File: config.mk
export PLATFORM = sky130hd
export DESIGN_NAME = control_sequencer_flat
export DESIGN_NICKNAME = d
export VERILOG_FILES = /design/src/rtl/control_sequencer_if.sv /design/src/rtl/control_sequencer.sv /design/src/flat_wrapper.sv
export SDC_FILE = /design/constraint.sdc
export NUM_CORES = 1
export LEC_CHECK = 0
export CAP_MARGIN = 10
export CORE_MARGIN = 5
export CORE_UTILIZATION = 38
export CTS_CLUSTER_SIZE = 20
export DETAILED_ROUTE_END_ITERATION = 8
export PLACE_DENSITY = 0.79
export SLEW_MARGIN = 0
export SYNTH_ARGS = -nofsm -noshare
export SYNTH_HDL_FRONTEND = slang
export SYNTH_SLANG_ARGS = --single-unit
File: constraint.sdc
create_clock -name clk -period 2.15 [get_ports clk]
set_input_delay 0.215 -clock clk [delete_from_list [all_inputs] [get_ports clk]]
set_output_delay 0.215 -clock clk [all_outputs]
set_load 0.02 [all_outputs]
File: src/rtl/control_sequencer_if.sv
`default_nettype none
// +------------------------------------------------------------------+
// | control_sequencer_if : run/IR inputs and datapath control strobes |
// | Rev 1.0                                                          |
// +------------------------------------------------------------------+
interface control_sequencer_if;
    logic        run;
    logic [31:0] IR;
    logic [15:0] reg_in;
    logic [15:0] reg_out;
    logic        PCout, PCin, incPC, MARin, MDRin, Read, Write, MDRout;
    logic        IRin, Yin, Zin, ZLowOut, ZHighOut, HIin, LOin, Cout;
    logic [4:0]  opcode;
    logic        halted;
    logic        illegal;
    logic [3:0]  step;

    modport master (
        input  run, IR,
        output reg_in, reg_out,
        output PCout, PCin, incPC, MARin, MDRin, Read, Write, MDRout,
        output IRin, Yin, Zin, ZLowOut, ZHighOut, HIin, LOin, Cout,
        output opcode, halted, illegal, step
    );

    modport slave (
        output run, IR,
        input  reg_in, reg_out,
        input  PCout, PCin, incPC, MARin, MDRin, Read, Write, MDRout,
        input  IRin, Yin, Zin, ZLowOut, ZHighOut, HIin, LOin, Cout,
        input  opcode, halted, illegal, step
    );
endinterface
`default_nettype wire

File: src/rtl/control_sequencer.sv
`default_nettype none
// +------------------------------------------------------------------+
// | control_sequencer : hardwired fetch/decode/execute control FSM    |
// | Rev 1.0                                                          |
// +------------------------------------------------------------------+
module control_sequencer (
    input  wire logic           clk,
    input  wire logic           clr,
    control_sequencer_if.master bus
);
    localparam logic [3:0] S_IDLE = 4'd0;
    localparam logic [3:0] S_T0   = 4'd1;
    localparam logic [3:0] S_T1   = 4'd2;
    localparam logic [3:0] S_T2   = 4'd3;
    localparam logic [3:0] S_T3   = 4'd4;
    localparam logic [3:0] S_T4   = 4'd5;
    localparam logic [3:0] S_T5   = 4'd6;
    localparam logic [3:0] S_T6   = 4'd7;
    localparam logic [3:0] S_T7   = 4'd8;
    localparam logic [3:0] S_HALT = 4'd9;

    logic [3:0]  r_state, w_next, w_boundary;
    logic [4:0]  w_op;
    logic [15:0] w_ra, w_rb, w_rc;
    logic        w_rtype, w_muldiv, w_addi, w_ld, w_st, w_nop, w_halt, w_illegal, w_short;
    logic        w_unused_ir;

    logic [15:0] w_reg_in, w_reg_out;
    logic        w_pcout, w_pcin, w_incpc, w_marin, w_mdrin, w_read, w_write, w_mdrout;
    logic        w_irin, w_yin, w_zin, w_zlow, w_zhigh, w_hiin, w_loin, w_cout;
    logic [4:0]  w_opcode;
    logic        w_illegal_out;

    assign w_op        = bus.IR[31:27];
    assign w_ra        = 16'h0001 << bus.IR[26:23];
    assign w_rb        = 16'h0001 << bus.IR[22:19];
    assign w_rc        = 16'h0001 << bus.IR[18:15];
    assign w_unused_ir = ^bus.IR[14:0];

    always_comb begin
        w_rtype   = 1'b0;
        w_muldiv  = 1'b0;
        w_addi    = 1'b0;
        w_ld      = 1'b0;
        w_st      = 1'b0;
        w_nop     = 1'b0;
        w_halt    = 1'b0;
        w_illegal = 1'b0;
        case (w_op)
            5'b00000, 5'b00001, 5'b00010, 5'b00101,
            5'b00110, 5'b00111, 5'b01000, 5'b01001: w_rtype  = 1'b1;
            5'b00011, 5'b00100:                     w_muldiv = 1'b1;
            5'b01010:                               w_addi   = 1'b1;
            5'b01011:                               w_ld     = 1'b1;
            5'b01100:                               w_st     = 1'b1;
            5'b11000:                               w_nop    = 1'b1;
            5'b11001:                               w_halt   = 1'b1;
            default:                                w_illegal = 1'b1;
        endcase
    end

    // nop, halt and undefined opcodes all finish after the T3 decode step
    assign w_short    = w_nop | w_halt | w_illegal;
    assign w_boundary = bus.run ? S_T0 : S_IDLE;

    always_ff @(posedge clk or posedge clr) begin
        if (clr) r_state <= S_IDLE;
        else     r_state <= w_next;
    end

    always_comb begin
        w_next = S_IDLE;
        case (r_state)
            S_IDLE: w_next = bus.run ? S_T0 : S_IDLE;
            S_T0:   w_next = S_T1;
            S_T1:   w_next = S_T2;
            S_T2:   w_next = S_T3;
            S_T3:   w_next = w_halt ? S_HALT : (w_short ? w_boundary : S_T4);
            S_T4:   w_next = S_T5;
            S_T5:   w_next = (w_rtype | w_addi) ? w_boundary : S_T6;
            S_T6:   w_next = w_muldiv ? w_boundary : S_T7;
            S_T7:   w_next = w_boundary;
            S_HALT: w_next = S_HALT;
            default: w_next = S_IDLE;
        endcase
    end

    always_comb begin
        w_reg_in = 16'h0000;   w_reg_out = 16'h0000;
        w_pcout  = 1'b0; w_pcin  = 1'b0; w_incpc = 1'b0; w_marin  = 1'b0;
        w_mdrin  = 1'b0; w_read  = 1'b0; w_write = 1'b0; w_mdrout = 1'b0;
        w_irin   = 1'b0; w_yin   = 1'b0; w_zin   = 1'b0; w_zlow   = 1'b0;
        w_zhigh  = 1'b0; w_hiin  = 1'b0; w_loin  = 1'b0; w_cout   = 1'b0;
        w_opcode = 5'b00000;   w_illegal_out = 1'b0;
        case (r_state)
            S_T0: begin w_pcout = 1'b1; w_marin = 1'b1; w_incpc = 1'b1; w_zin = 1'b1; end
            S_T1: begin w_zlow = 1'b1; w_pcin = 1'b1; w_read = 1'b1; w_mdrin = 1'b1; end
            S_T2: begin w_mdrout = 1'b1; w_irin = 1'b1; end
            S_T3: begin
                if (w_short) begin
                    w_illegal_out = w_illegal;
                end else begin
                    w_reg_out = w_muldiv ? w_ra : w_rb;
                    w_yin     = 1'b1;
                end
            end
            S_T4: begin
                w_zin = 1'b1;
                if (w_rtype) begin
                    w_reg_out = w_rc;
                    w_opcode  = w_op;
                end else if (w_muldiv) begin
                    w_reg_out = w_rb;
                    w_opcode  = w_op;
                end else begin
                    w_cout = 1'b1;
                end
            end
            S_T5: begin
                w_zlow = 1'b1;
                if (w_muldiv)         w_loin   = 1'b1;
                else if (w_ld | w_st) w_marin  = 1'b1;
                else                  w_reg_in = w_ra;
            end
            S_T6: begin
                if (w_muldiv) begin
                    w_zhigh = 1'b1; w_hiin = 1'b1;
                end else if (w_st) begin
                    w_reg_out = w_ra; w_mdrin = 1'b1;
                end else begin
                    w_read = 1'b1; w_mdrin = 1'b1;
                end
            end
            S_T7: begin
                if (w_st) begin
                    w_write = 1'b1;
                end else begin
                    w_mdrout = 1'b1; w_reg_in = w_ra;
                end
            end
            default: ;
        endcase
    end

    assign bus.reg_in   = w_reg_in;
    assign bus.reg_out  = w_reg_out;
    assign bus.PCout    = w_pcout;
    assign bus.PCin     = w_pcin;
    assign bus.incPC    = w_incpc;
    assign bus.MARin    = w_marin;
    assign bus.MDRin    = w_mdrin;
    assign bus.Read     = w_read;
    assign bus.Write    = w_write;
    assign bus.MDRout   = w_mdrout;
    assign bus.IRin     = w_irin;
    assign bus.Yin      = w_yin;
    assign bus.Zin      = w_zin;
    assign bus.ZLowOut  = w_zlow;
    assign bus.ZHighOut = w_zhigh;
    assign bus.HIin     = w_hiin;
    assign bus.LOin     = w_loin;
    assign bus.Cout     = w_cout;
    assign bus.opcode   = w_opcode;
    assign bus.halted   = (r_state == S_HALT);
    assign bus.illegal  = w_illegal_out;
    assign bus.step     = r_state;
endmodule
`default_nettype wire

File: src/flat_wrapper.sv
// flat-port wrapper written by rule: the top's interface ports become plain ports
module control_sequencer_flat 
  (clk, clr, bus_run, bus_IR, bus_reg_in, bus_reg_out, bus_PCout, bus_PCin, bus_incPC, bus_MARin, bus_MDRin, bus_Read, bus_Write, bus_MDRout, bus_IRin, bus_Yin, bus_Zin, bus_ZLowOut, bus_ZHighOut, bus_HIin, bus_LOin, bus_Cout, bus_opcode, bus_halted, bus_illegal, bus_step);
  control_sequencer_if bus_i ();
  input  wire logic clk;
  input  wire logic clr;
  input wire logic [$bits(bus_i.run)-1:0] bus_run;
  input wire logic [$bits(bus_i.IR)-1:0] bus_IR;
  output wire logic [$bits(bus_i.reg_in)-1:0] bus_reg_in;
  output wire logic [$bits(bus_i.reg_out)-1:0] bus_reg_out;
  output wire logic [$bits(bus_i.PCout)-1:0] bus_PCout;
  output wire logic [$bits(bus_i.PCin)-1:0] bus_PCin;
  output wire logic [$bits(bus_i.incPC)-1:0] bus_incPC;
  output wire logic [$bits(bus_i.MARin)-1:0] bus_MARin;
  output wire logic [$bits(bus_i.MDRin)-1:0] bus_MDRin;
  output wire logic [$bits(bus_i.Read)-1:0] bus_Read;
  output wire logic [$bits(bus_i.Write)-1:0] bus_Write;
  output wire logic [$bits(bus_i.MDRout)-1:0] bus_MDRout;
  output wire logic [$bits(bus_i.IRin)-1:0] bus_IRin;
  output wire logic [$bits(bus_i.Yin)-1:0] bus_Yin;
  output wire logic [$bits(bus_i.Zin)-1:0] bus_Zin;
  output wire logic [$bits(bus_i.ZLowOut)-1:0] bus_ZLowOut;
  output wire logic [$bits(bus_i.ZHighOut)-1:0] bus_ZHighOut;
  output wire logic [$bits(bus_i.HIin)-1:0] bus_HIin;
  output wire logic [$bits(bus_i.LOin)-1:0] bus_LOin;
  output wire logic [$bits(bus_i.Cout)-1:0] bus_Cout;
  output wire logic [$bits(bus_i.opcode)-1:0] bus_opcode;
  output wire logic [$bits(bus_i.halted)-1:0] bus_halted;
  output wire logic [$bits(bus_i.illegal)-1:0] bus_illegal;
  output wire logic [$bits(bus_i.step)-1:0] bus_step;
  assign bus_i.run = bus_run;
  assign bus_i.IR = bus_IR;
  assign bus_reg_in = bus_i.reg_in;
  assign bus_reg_out = bus_i.reg_out;
  assign bus_PCout = bus_i.PCout;
  assign bus_PCin = bus_i.PCin;
  assign bus_incPC = bus_i.incPC;
  assign bus_MARin = bus_i.MARin;
  assign bus_MDRin = bus_i.MDRin;
  assign bus_Read = bus_i.Read;
  assign bus_Write = bus_i.Write;
  assign bus_MDRout = bus_i.MDRout;
  assign bus_IRin = bus_i.IRin;
  assign bus_Yin = bus_i.Yin;
  assign bus_Zin = bus_i.Zin;
  assign bus_ZLowOut = bus_i.ZLowOut;
  assign bus_ZHighOut = bus_i.ZHighOut;
  assign bus_HIin = bus_i.HIin;
  assign bus_LOin = bus_i.LOin;
  assign bus_Cout = bus_i.Cout;
  assign bus_opcode = bus_i.opcode;
  assign bus_halted = bus_i.halted;
  assign bus_illegal = bus_i.illegal;
  assign bus_step = bus_i.step;
  control_sequencer u_core (.clk(clk), .clr(clr), .bus(bus_i));
endmodule
==> flow_summary_export.csv <==
group,metric,value,unit
status,status,"complete, but fails checks",
status,failed_checks,"negative setup slack",
yosys,syn_avg_cell_area,6.546,um^2
cells_and_area,layout-drive-gt1-share,61.69,%
detailed_routing,wl,12.16,mm
power_and_ir_drop,powerDensity,663.6,nW/um^2
global_route,grt_pass1_wl,12.65,mm
global_route,gr-total-overflow,0,
placed_design,io_buffers,77,
clocking,cts_num_sinks,4,
global_route,grt_max_degree,17,
yosys,ys_seq_area_share,6.452,%
yosys,synthDistinctLibCells,56,
timing,slew_headroom,54.91,%
clocking,cts-root-buf,"clkbuf_8",
worst_setup_path,worst-path-buf-inv,6,
clocking,clk_latency,0.24,ns
floorplanning,core-area,3971,um^2
yosys,yosysWarnings,0,
global_route,grt_use_met2,51.67,%
timing,period_share,120.1,%
flow_run,maxCapViolations,0,
yosys,synth_xor_area_share,0.5645,%
yosys,yosys.area_share.adder,0,%
power_and_ir_drop,total_leakage_power,1.526,nW
cells_and_area,largest_reg_flops,4,
power_and_ir_drop,p_int,0.001226,W
placed_design,pre_cts_slack,-0.8392,ns
yosys,yosys-mux-area-fraction,0.6452,%
timing,fmax,0.3874,GHz
power_and_ir_drop,peakVddDrop,0.0003617,V
worst_hold_path,hold_path.class,"in -> async",
worst_setup_path,critPathRequiredTime,1.93,ns
power_and_ir_drop,p_sw,0.001251,W
timing,finalMaxSlewViolations,0,
worst_setup_path,crit_path_cell_trace,"buf_4 -> buf_4 -> nand4bb_1 -> buf_4 -> buf_4 -> nor3b_2 -> buf_4 -> nand4b_1 -> o211ai_1 -> buf_4",
detailed_routing,dr.pass1.iters,8,
global_route,antenna_found_initial,0,
detailed_routing,viasPerCell,7.184,
detailed_routing,vias,3247,
yosys,synth_top_family_by_area,"simple AND/OR/NAND/NOR gates",
cells_and_area,area_growth,140.6,%
clocking,cts_tree,"done",
yosys,synth_area,1551,um^2
detailed_routing,antenna_left,0,
yosys,syn_nets,272,
worst_setup_path,cpPeakStageDelay,0.44,ns
floorplanning,floorplan.initialDensity,39.07,%
yosys,ys_async_sr_fraction,100.0,%
yosys,ys_ff_latch,4,
floorplanning,chipWidth,73.90,um
power_and_ir_drop,finalPower,0.002477,W
cells_and_area,antenna_cells,0,
timing,rsz0062_at_grt,"true",
clocking,cts_htree_levels,1,
global_route,busiest_layer,"met2",
timing,whs,0.2060,ns
floorplanning,pin_count,94,
timing,skew,0.01207,ns
yosys,synth_compound_area_share,34.76,%
placed_design,globalplace.congestion,0.9012,
detailed_routing,drt_iter0_drc,518,
yosys,synth_simple_gate_area_share,46.85,%
worst_setup_path,crit_type,"reg -> out",
worst_setup_path,critPathTopFamily,"buffers and inverters",
yosys,synth_edf_count,0,
global_route,met1_usage,34.15,%
timing,min_period,2.581,ns
timing,worstMarginPinSlew,0.6679,ns
timing,hold_viol_final,0,
floorplanning,die_y,73.90,um
placed_design,place_hpwl,5.289,mm
clocking,cts_buffers,3,
worst_setup_path,cp-start-kind,"register",
floorplanning,die-area,5460,um^2
yosys,synthFlopType,"dfrtp_1",
global_route,grt_util_met3,4.104,%
worst_setup_path,critical_path_arrival,2.37,ns
yosys,syn_inst,237,
timing,finalSetupViolCount,50,
power_and_ir_drop,seqPwrFrac,5.8,%
global_route,grt_pass1_vias,2661,
clocking,postCtsHoldBufs,0,
worst_setup_path,endpoint_kind,"output pin",
detailed_routing,drc,0,
clocking,clock_path_buffers,2,
global_route,grt_util_all_layers,28.85,%
clocking,clk_pin_slew,0.05,ns
worst_setup_path,slowest_stage,"dfrtp_2",
power_and_ir_drop,pwr-share-clk,7.8,%
worst_setup_path,crit_top_cell,"buf_4",
timing,setup_slack,-0.4314,ns
cells_and_area,nets,438,
power_and_ir_drop,p_sw_share,50.51,%
floorplanning,rows,23,
detailed_routing,wl_per_cell,26.91,um
worst_setup_path,cp_max_fo,8,
power_and_ir_drop,combPwrFrac,86.4,%
cell usage in the layout (no fill, tap or decap), drive strengths merged, types with 3 or more instances in the layout:
cell type | netlist | routed
o21ai | 5 | 5
clkdlybuf4s15 | 0 | 3
nand4b | 7 | 7
nand2 | 16 | 16
a21oi | 10 | 10
nor2 | 27 | 27
dfrtp | 4 | 4
a2111oi | 11 | 11
nor4b | 3 | 3
o211ai | 6 | 6
nor3 | 18 | 18
or3 | 3 | 3
o21bai | 7 | 7
inv | 8 | 8
buf | 10 | 153
clkbuf | 18 | 13
nor4bb | 4 | 4
o221ai | 10 | 10
nand4 | 4 | 4
a41oi | 4 | 4
nand3 | 8 | 8
or2 | 5 | 5
clkdlybuf4s50 | 0 | 20
nand2b | 12 | 12
per-stage QoR:
stage	setup TNS, ns	std cells	utilization [%]	cell area (um^2)
2_1_floorplan	-0.6538	237	-	1692
3_3_place_gp	-26.54	402	72.56	2882
3_5_place_dp	-28.76	402	72.56	2882
4_1_cts	-3.596	419	80.62	3202
5_1_grt	-18.02	452	93.98	3732
6_report	-12.87	452	93.98	3732
worst register-to-register path, cell delays in order (launching register included):
cell,delay (ns)
dfrtp_2,0.44
buf_4,0.15
buf_4,0.14
buf_8,0.14
buf_4,0.15
a21boi_0,0.14
o311ai_0,0.60
o21ai_0,0.26
o311ai_0,0.23
worst paths after layout:
path / slack (ns) / start / cells past startpoint / to
hold / removal: 0.21 / clr / 2 / u_core.bus.step[2]
max in group asynchronous: 1.74 / clr / 2 / u_core.bus.step[1]
setup / recovery: -0.43 / u_core.bus.step[1] / 10 / bus_reg_out[7]
setup reg to reg: -0.28 / u_core.bus.step[1] / 8 / u_core.bus.step[0]
min in group clk: 0.75 / u_core.bus.step[3] / 3 / u_core.bus.step[1]
hold reg to reg: 0.75 / u_core.bus.step[3] / 3 / u_core.bus.step[1]
Yosys cell counts, types with 3 or more instances:
master	n	share of area, %
or2_2	5	2.0
nand3_1	8	2.6
o21bai_1	7	3.4
or3_1	3	1.2
buf_4	4	1.9
a21oi_1	10	3.2
inv_1	8	1.9
nand4b_1	7	4.0
nand4_1	4	1.6
dfrtp_1	4	6.5
o21ai_0	5	1.6
nand2_1	16	3.9
clkbuf_1	18	4.4
nand2b_1	12	4.8
o221ai_1	10	5.6
a41oi_1	3	1.7
o211ai_1	6	2.9
nor3_1	18	5.8
buf_2	4	1.3
nor4bb_1	4	2.6
nor4b_1	3	1.7
a2111oi_0	11	6.2
nor2_1	27	6.5
power groups by stage:
stage | sequential, W | combinational (W) | clock, W
floorplan | 0.000173 | 0.000693 | 0
global placement | 0.000125 | 0.00130 | 0
CTS | 0.000126 | 0.00140 | 0.000171
finish | 0.000144 | 0.00214 | 0.000193
detailed placement | 0.000127 | 0.00132 | 0
global route | 0.000149 | 0.00221 | 0.000196
area by class of cell:
class / instances / area (um^2)
clock buffers: 4 / 45.04
multi-input cells: 197 / 1849
inverters: 8 / 30.03
well taps: 50 / 62.56
fillers: 129 / 239.0
repair buffers: 189 / 1643
flip-flops and latches: 4 / 102.6
cells by family (layout without fill, tap and decap cells):
family	after synthesis	after routing
compound gates	69	69
simple gates	125	125
flops	4	4
xor+xnor	1	1
mux	1	1
buf+inv	36	201
other cells	1	1
per-layer routing:
metal / up-vias / routed length, um
li1: 1250 / -
met1: 1474 / 3980
met2: 384 / 5557
met3: 139 / 1439
met4: 0 / 1184
met5: - / 0
repair_timing:
| item | in CTS | in global routing |
|---|---|---|
| gates resized for setup | 274 | 102 |
| buffers inserted | 14 | 34 |
| pin swaps | 14 | 30 |
| hold endpoints to repair | 0 | 0 |
| gates cloned | 0 | 1 |
| setup endpoints to repair | 52 | 48 |
Note: power is estimated with default switching activity, not from simulation.
